`src/rtl/uart_rx_fifo.sv`:
```
// Oversampling UART receiver with 3-sample majority vote per bit and a
// first-word-fall-through character FIFO carrying parity/framing/break flags.
module uart_rx_fifo #(
  parameter int unsigned CLOCK_FREQ = 50_000_000,
  parameter int unsigned BAUD_RATE  = 115200,
  parameter int unsigned OVERSAMPLE = 16,
  parameter int unsigned DATA_BITS  = 8,
  parameter int unsigned PARITY_EN  = 0,
  parameter int unsigned PARITY_ODD = 0,
  parameter int unsigned STOP_BITS  = 1,
  parameter int unsigned FIFO_DEPTH = 16
) (
  input  logic                        ACLK,
  input  logic                        ARESETN,
  input  logic                        RXD,
  input  logic                        RX_DATA_READ,
  input  logic                        RX_OVERRUN_CLR,
  output logic [DATA_BITS-1:0]        RX_DATA,
  output logic                        RX_PARITY_ERR,
  output logic                        RX_FRAME_ERR,
  output logic                        RX_BREAK,
  output logic                        RX_DATA_VALID,
  output logic                        RX_OVERRUN,
  output logic [$clog2(FIFO_DEPTH):0] RX_FIFO_LEVEL
);

  localparam int unsigned TICK_DIV = CLOCK_FREQ / (BAUD_RATE * OVERSAMPLE);
  localparam int unsigned TW       = (TICK_DIV > 1) ? $clog2(TICK_DIV) : 1;
  localparam int unsigned SW       = $clog2(OVERSAMPLE);
  localparam int unsigned MID      = OVERSAMPLE / 2;
  localparam int unsigned AW       = $clog2(FIFO_DEPTH);
  localparam int unsigned LW       = AW + 1;
  localparam int unsigned EW       = DATA_BITS + 3;

  if (TICK_DIV < 1) begin : g_bad_tick_div
    $error("uart_rx_fifo: CLOCK_FREQ too low for BAUD_RATE*OVERSAMPLE");
  end
  if (OVERSAMPLE != 8 && OVERSAMPLE != 16) begin : g_bad_oversample
    $error("uart_rx_fifo: OVERSAMPLE must be 8 or 16");
  end
  if (DATA_BITS < 5 || DATA_BITS > 9) begin : g_bad_data_bits
    $error("uart_rx_fifo: DATA_BITS must be 5..9");
  end
  if (STOP_BITS < 1 || STOP_BITS > 2) begin : g_bad_stop_bits
    $error("uart_rx_fifo: STOP_BITS must be 1 or 2");
  end
  if (FIFO_DEPTH < 2 || (FIFO_DEPTH & (FIFO_DEPTH - 1)) != 0) begin : g_bad_depth
    $error("uart_rx_fifo: FIFO_DEPTH must be a power of 2, >= 2");
  end

  typedef enum logic [2:0] {
    IDLE,
    START,
    DATA,
    PARITY,
    STOP
  } rx_state_e;

  rx_state_e state, state_nx;

  logic                 rxd_meta, rxd_sync, rxd_last;
  logic                 start_edge;
  logic [TW-1:0]        tick_cnt;
  logic                 tick;
  logic [SW-1:0]        s_cnt;
  logic                 in_frame, sample_lo, sample_hi, resolve;
  logic [1:0]           samp;
  logic                 maj;
  logic [3:0]           bit_idx;
  logic [DATA_BITS-1:0] data_sr;
  logic                 par_bit;
  logic                 fe_acc;
  logic                 clear_cnt;
  logic                 push_req;
  logic                 fe_final, pe_final, brk_final;
  logic [EW-1:0]        push_entry;

  always_ff @(posedge ACLK or negedge ARESETN) begin
    if (!ARESETN) begin
      rxd_meta <= 1'b1;
      rxd_sync <= 1'b1;
    end else begin
      rxd_meta <= RXD;
      rxd_sync <= rxd_meta;
    end
  end

  // rxd_last resets low so a line held low through reset release needs to
  // be seen high once before its falling edge can start a frame.
  always_ff @(posedge ACLK or negedge ARESETN) begin
    if (!ARESETN) rxd_last <= 1'b0;
    else          rxd_last <= rxd_sync;
  end

  assign start_edge = rxd_last & ~rxd_sync;

  assign tick = (tick_cnt == TW'(TICK_DIV - 1));

  always_ff @(posedge ACLK or negedge ARESETN) begin
    if (!ARESETN)               tick_cnt <= '0;
    else if (clear_cnt || tick) tick_cnt <= '0;
    else                        tick_cnt <= tick_cnt + 1'b1;
  end

  assign in_frame  = (state != IDLE);
  assign sample_lo = in_frame && tick && (s_cnt == SW'(MID - 1));
  assign sample_hi = in_frame && tick && (s_cnt == SW'(MID));
  assign resolve   = in_frame && tick && (s_cnt == SW'(MID + 1));
  assign maj       = (samp[0] & samp[1]) | (samp[0] & rxd_sync) | (samp[1] & rxd_sync);

  always_ff @(posedge ACLK or negedge ARESETN) begin
    if (!ARESETN) begin
      s_cnt <= '0;
      samp  <= '1;
    end else begin
      if (clear_cnt)
        s_cnt <= '0;
      else if (in_frame && tick)
        s_cnt <= s_cnt + 1'b1;
      if (sample_lo) samp[0] <= rxd_sync;
      if (sample_hi) samp[1] <= rxd_sync;
    end
  end

  always_ff @(posedge ACLK or negedge ARESETN) begin
    if (!ARESETN) state <= IDLE;
    else          state <= state_nx;
  end

  always_comb begin
    state_nx  = state;
    clear_cnt = 1'b0;
    push_req  = 1'b0;
    case (state)
      IDLE: begin
        if (start_edge) begin
          state_nx  = START;
          clear_cnt = 1'b1;
        end
      end
      START: begin
        if (resolve) state_nx = maj ? IDLE : DATA;
      end
      DATA: begin
        if (resolve && bit_idx == 4'(DATA_BITS - 1))
          state_nx = (PARITY_EN != 0) ? PARITY : STOP;
      end
      PARITY: begin
        if (resolve) state_nx = STOP;
      end
      STOP: begin
        if (resolve && bit_idx == 4'(STOP_BITS - 1)) begin
          state_nx = IDLE;
          push_req = 1'b1;
        end
      end
      default: state_nx = IDLE;
    endcase
  end

  // bit_idx counts bits within the current field and restarts on every
  // field change, so DATA and STOP share one counter.
  always_ff @(posedge ACLK or negedge ARESETN) begin
    if (!ARESETN) begin
      bit_idx <= '0;
      data_sr <= '0;
      par_bit <= 1'b0;
      fe_acc  <= 1'b0;
    end else if (clear_cnt) begin
      bit_idx <= '0;
      data_sr <= '0;
      par_bit <= 1'b0;
      fe_acc  <= 1'b0;
    end else if (resolve) begin
      bit_idx <= (state_nx != state) ? 4'd0 : bit_idx + 4'd1;
      case (state)
        DATA: begin
          for (int unsigned i = 0; i < DATA_BITS; i++)
            if (bit_idx == 4'(i)) data_sr[i] <= maj;
        end
        PARITY:  par_bit <= maj;
        STOP:    if (!maj) fe_acc <= 1'b1;
        default: ;
      endcase
    end
  end

  assign fe_final   = fe_acc | ~maj;
  assign pe_final   = (PARITY_EN != 0) && ((^data_sr ^ par_bit) != (PARITY_ODD != 0));
  assign brk_final  = fe_final && (data_sr == '0) && !par_bit;
  assign push_entry = {brk_final, fe_final, pe_final, data_sr};

  logic [EW-1:0] mem [FIFO_DEPTH];
  logic [AW-1:0] wr_ptr, rd_ptr;
  logic [LW-1:0] level;
  logic          full, empty, do_push, do_pop;
  logic [EW-1:0] head;

  assign full    = (level == LW'(FIFO_DEPTH));
  assign empty   = (level == '0);
  assign do_pop  = RX_DATA_READ && !empty;
  assign do_push = push_req && (!full || do_pop);

  always_ff @(posedge ACLK) begin
    if (do_push) mem[wr_ptr] <= push_entry;
  end

  always_ff @(posedge ACLK or negedge ARESETN) begin
    if (!ARESETN) begin
      wr_ptr <= '0;
      rd_ptr <= '0;
      level  <= '0;
    end else begin
      if (do_push) wr_ptr <= wr_ptr + 1'b1;
      if (do_pop)  rd_ptr <= rd_ptr + 1'b1;
      case ({do_push, do_pop})
        2'b10:   level <= level + 1'b1;
        2'b01:   level <= level - 1'b1;
        default: level <= level;
      endcase
    end
  end

  always_ff @(posedge ACLK or negedge ARESETN) begin
    if (!ARESETN)                         RX_OVERRUN <= 1'b0;
    else if (push_req && full && !do_pop) RX_OVERRUN <= 1'b1;
    else if (RX_OVERRUN_CLR)              RX_OVERRUN <= 1'b0;
  end

  // Outputs are gated by occupancy so they read zero whenever the FIFO is
  // empty, including immediately on asynchronous reset.
  assign head          = empty ? '0 : mem[rd_ptr];
  assign RX_DATA       = head[DATA_BITS-1:0];
  assign RX_PARITY_ERR = head[DATA_BITS];
  assign RX_FRAME_ERR  = head[DATA_BITS+1];
  assign RX_BREAK      = head[DATA_BITS+2];
  assign RX_DATA_VALID = !empty;
  assign RX_FIFO_LEVEL = level;

endmodule

```
`config.mk`:
```
export PLATFORM = sky130hd
export DESIGN_NAME = uart_rx_fifo
export DESIGN_NICKNAME = d
export VERILOG_FILES = /design/src/rtl/uart_rx_fifo.sv
export SDC_FILE = /design/constraint.sdc
export NUM_CORES = 1
export LEC_CHECK = 0
export ABC_AREA = 1
export CAP_MARGIN = 20
export CORE_ASPECT_RATIO = 1.4
export CORE_MARGIN = 8
export CORE_UTILIZATION = 45
export DETAILED_ROUTE_END_ITERATION = 8
export PLACE_DENSITY = 0.6
export SETUP_SLACK_MARGIN = 0.2
export SLEW_MARGIN = 10
export SYNTH_ARGS = -nofsm -noshare
export SYNTH_HDL_FRONTEND = slang
export SYNTH_SLANG_ARGS = --single-unit
export TNS_END_PERCENT = 5
```
`constraint.sdc`:
```
create_clock -name ACLK -period 3.33 [get_ports ACLK]
set_input_delay 0.666 -clock ACLK [delete_from_list [all_inputs] [get_ports ACLK]]
set_output_delay 0.666 -clock ACLK [all_outputs]
set_load 0.01 [all_outputs]
```
==> results.yml <==
run_status:
  status: "finished, final reports clean"
global_route:
  grt_max_degree: 35
  grt_pass1_wl_um: 32130
  first_global_vias: 6160
  grt.total_usage: 0.1655
  overflow: 0
  antenna_found_initial: 0
synth:
  syn_inst: 760
  ys_seq_area_frac: 0.6765
  synthArstFlopShare: 0.2195
  yosys_most_used_dff: "edfxtp_1"
  synth.top_cell.area_share: 0.5476
  synth.distinct_cells: 37
  synth_area_um2: 8775
  ys_ff_latch: 205
  ys_warn_count: 0
  synth.avg_cell_area_um2: 11.55
  yosys.area.top_type: "edfxtp_1"
  synth_edf_count: 160
  synthTopCellsByArea: "edfxtp_1, dfrtp_1, o21ai_0"
  synth_nets: 783
drt:
  drt_iter0_drc: 436
  via_count: 5868
  viasPerCell: 5.505
  drc: 0
  drt_wl_total_um: 19710
  drtPass1Iterations: 5
  ant_nets: 0
  wl_per_cell_um: 18.49
power:
  power_uw: 7655
  clkPwrFrac: 0.291
  p_seq_frac: 0.385
  p_sw_frac: 0.3282
  p_int_uw: 5143
  ir_worst_vdd_v: 0.0004774
  p_leak_uw: 0.003987
  share_comb_of_total_power: 0.324
  power_switching_uw: 2512
  power_density_nw_per_um2: 758.3
die:
  die_w_um: 134.0
  design.core.area_um2: 19140
  dieArea_um2: 24290
  rows: 60
  pin_count: 23
  start_util: 0.4584
  die_y_um: 181.2
cts:
  cts_inserted_buffers: 21
  clk_latency_ns: 0.49
  clockBufferDepth: 3
  clock-sinks: 205
  cts-root-buf: "clkbuf_16"
  postCtsSetupBuffers: 0
  tritoncts: "done"
  hold_buffers: 0
  path_clk_slew_ns: 0.06
  h-tree-depth: 1
sta:
  max_slew_margin: 0.5224
  hold_viol_final: 0
  setup_viol: 0
  worst_pin_slew_ns: 0.7165
  tns_ns: 0
  finalCritPeriodShare: 0.9503
  period_minus_slack_ns: 3.164
  report.final.slew_viol_count: 0
  max_freq_mhz: 316.0
  clock_skew_ns: 0.007296
  fin_ws_ns: 0.1656
  grt_setup_unrepaired: "true"
worst_setup_path:
  path_max_fanout: 21
  critPathKind: "flip-flop to output port"
  end_kind: "output port"
  cp-start-kind: "flip-flop"
  critPathRequiredTime_ns: 2.66
  worst_ep_arrival_time_ns: 2.50
final_layout:
  seq_area_um2: 5937
  multi_input_area_um2: 2484
  area_growth_syn_to_layout_pct: 15.06
  nFillCells: 1637
  drive_above_1_share: 0.09535
  layout.nets: 827
  fin_util: 0.5274
  diodes: 0
place:
  gp_congestion: 0.8312
  place_ws_ns: 0.4491
  portBuffers: 21
  dp_hpwl_um: 13270
run:
  maxCapViolCount: 0
hold_path:
  hold_class: "primary input to asynchronous set/reset pin"
## area by class of cell
| type | count | area share |
|---|---|---|
| Timing Repair Buffer | 54 | 0.04895 |
| Inverter | 60 | 0.02231 |
| Tap cell | 248 | 0.03074 |
| Clock inverter | 8 | 0.008923 |
| Clock buffer | 29 | 0.05503 |
| Sequential cell | 205 | 0.5881 |
| Multi-Input combinational cell | 462 | 0.2460 |
## cells by family after synthesis
family | Yosys count | synth area share
AO/OA/AOI/OAI | 167 | 0.1111
XOR/XNOR | 13 | 0.01298
other | 1 | 0.0004274
buffers and inverters | 93 | 0.04092
flip-flops | 205 | 0.6765
adder cells (fa/ha/maj) | 18 | 0.02652
AND/OR/NAND/NOR | 263 | 0.1316
## metrics by stage
step / instances / instance area, um^2 / hold slack [ns]
3_5_place_dp: 1029 / 9430 / 0.3507
5_1_grt: 1066 / 10100 / 0.2744
4_1_cts: 1066 / 10080 / 0.2315
2_1_floorplan: 760 / 8775 / 0.3452
3_3_place_gp: 1029 / 9430 / 0.3468
6_report: 1066 / 10100 / 0.2249
## flip-flops by register name, indices dropped and copies added (netlist names)
signal         flops
data_sr            8
rxd_meta           1
RX_OVERRUN         1
samp               2
fe_acc             1
rxd_last           1
rd_ptr             4
s_cnt              4
rxd_sync           1
state              3
RX_FIFO_LEVEL      5
par_bit            1
wr_ptr             4
bit_idx            4
tick_cnt           5
mem              160
## per-layer routing
layer	GRT usage	vias to the layer above	wire, um
met2	0.2938	185	10160
met4	0.07391	0	702
met1	0.1890	2839	7754
li1	-	2791	-
met5	0	-	0
met3	0.03054	53	1097
## power groups by stage
stage	registers (uW)	logic, uW	clock network [uW]
floorplan	2970	1510	0
global placement	2990	2420	0
detailed placement	3000	2480	0
CTS	2940	2490	2280
global route	2960	2770	2380
finish	2940	2480	2230
## synthesized netlist by cell type, drive strengths merged (7+ instances only)
master,number
a21oi,20
buf,7
clkbuf,26
dfrtp,41
edfxtp,160
ha,17
inv,59
nand2,79
nand3,38
nand4,12
nor2,126
o21ai,105
o221ai,33
xor2,11
## what timing repair did
action	4_1_cts	5_1_grt
gates resized for setup	6	5
pin swaps	1	0
setup endpoints to repair	9	10
hold endpoints to repair	0	0
cloned	0	0
## critical path: stages (launching register included)
cell             delay, ns
dfrtp_1               0.41
inv_1                 0.10
buf_4                 0.24
o21ai_0               0.13
o221ai_1              0.20
o211ai_1              0.17
a21oi_1               0.19
clkdlybuf4s50_1       0.57
## cell usage in the layout (no fill, tap or decap), drive strengths merged, types with 2 or more instances in the layout
cell type	synthesis	routed
clkdlybuf4s50	0	18
xor2	11	11
clkbuf	26	29
nand4	12	12
bufinv	0	2
xnor2	2	2
dfrtp	41	41
dfstp	4	4
inv	59	59
nor2	126	126
nand3	38	38
a31oi	2	2
o221ai	33	33
ha	17	17
o21ai	105	105
nor3	6	6
o22ai	4	4
nand2	79	79
buf	7	34
a21oi	20	20
clkinv	1	7
edfxtp	160	160
## worst paths after layout
check,start,depth (start not counted),end,slack [ns]
setup / recovery,rd_ptr[1],7,RX_DATA[2],0.17
hold / removal,ARESETN,1,tick_cnt[0],0.22
setup reg to reg,s_cnt[1],17,RX_FIFO_LEVEL[4],0.54
hold reg to reg,rxd_meta,0,rxd_sync,0.36
max in group asynchronous,ARESETN,2,samp[1],2.35
min in group ACLK,rxd_meta,0,rxd_sync,0.36
(Power assumes the default switching activity.)
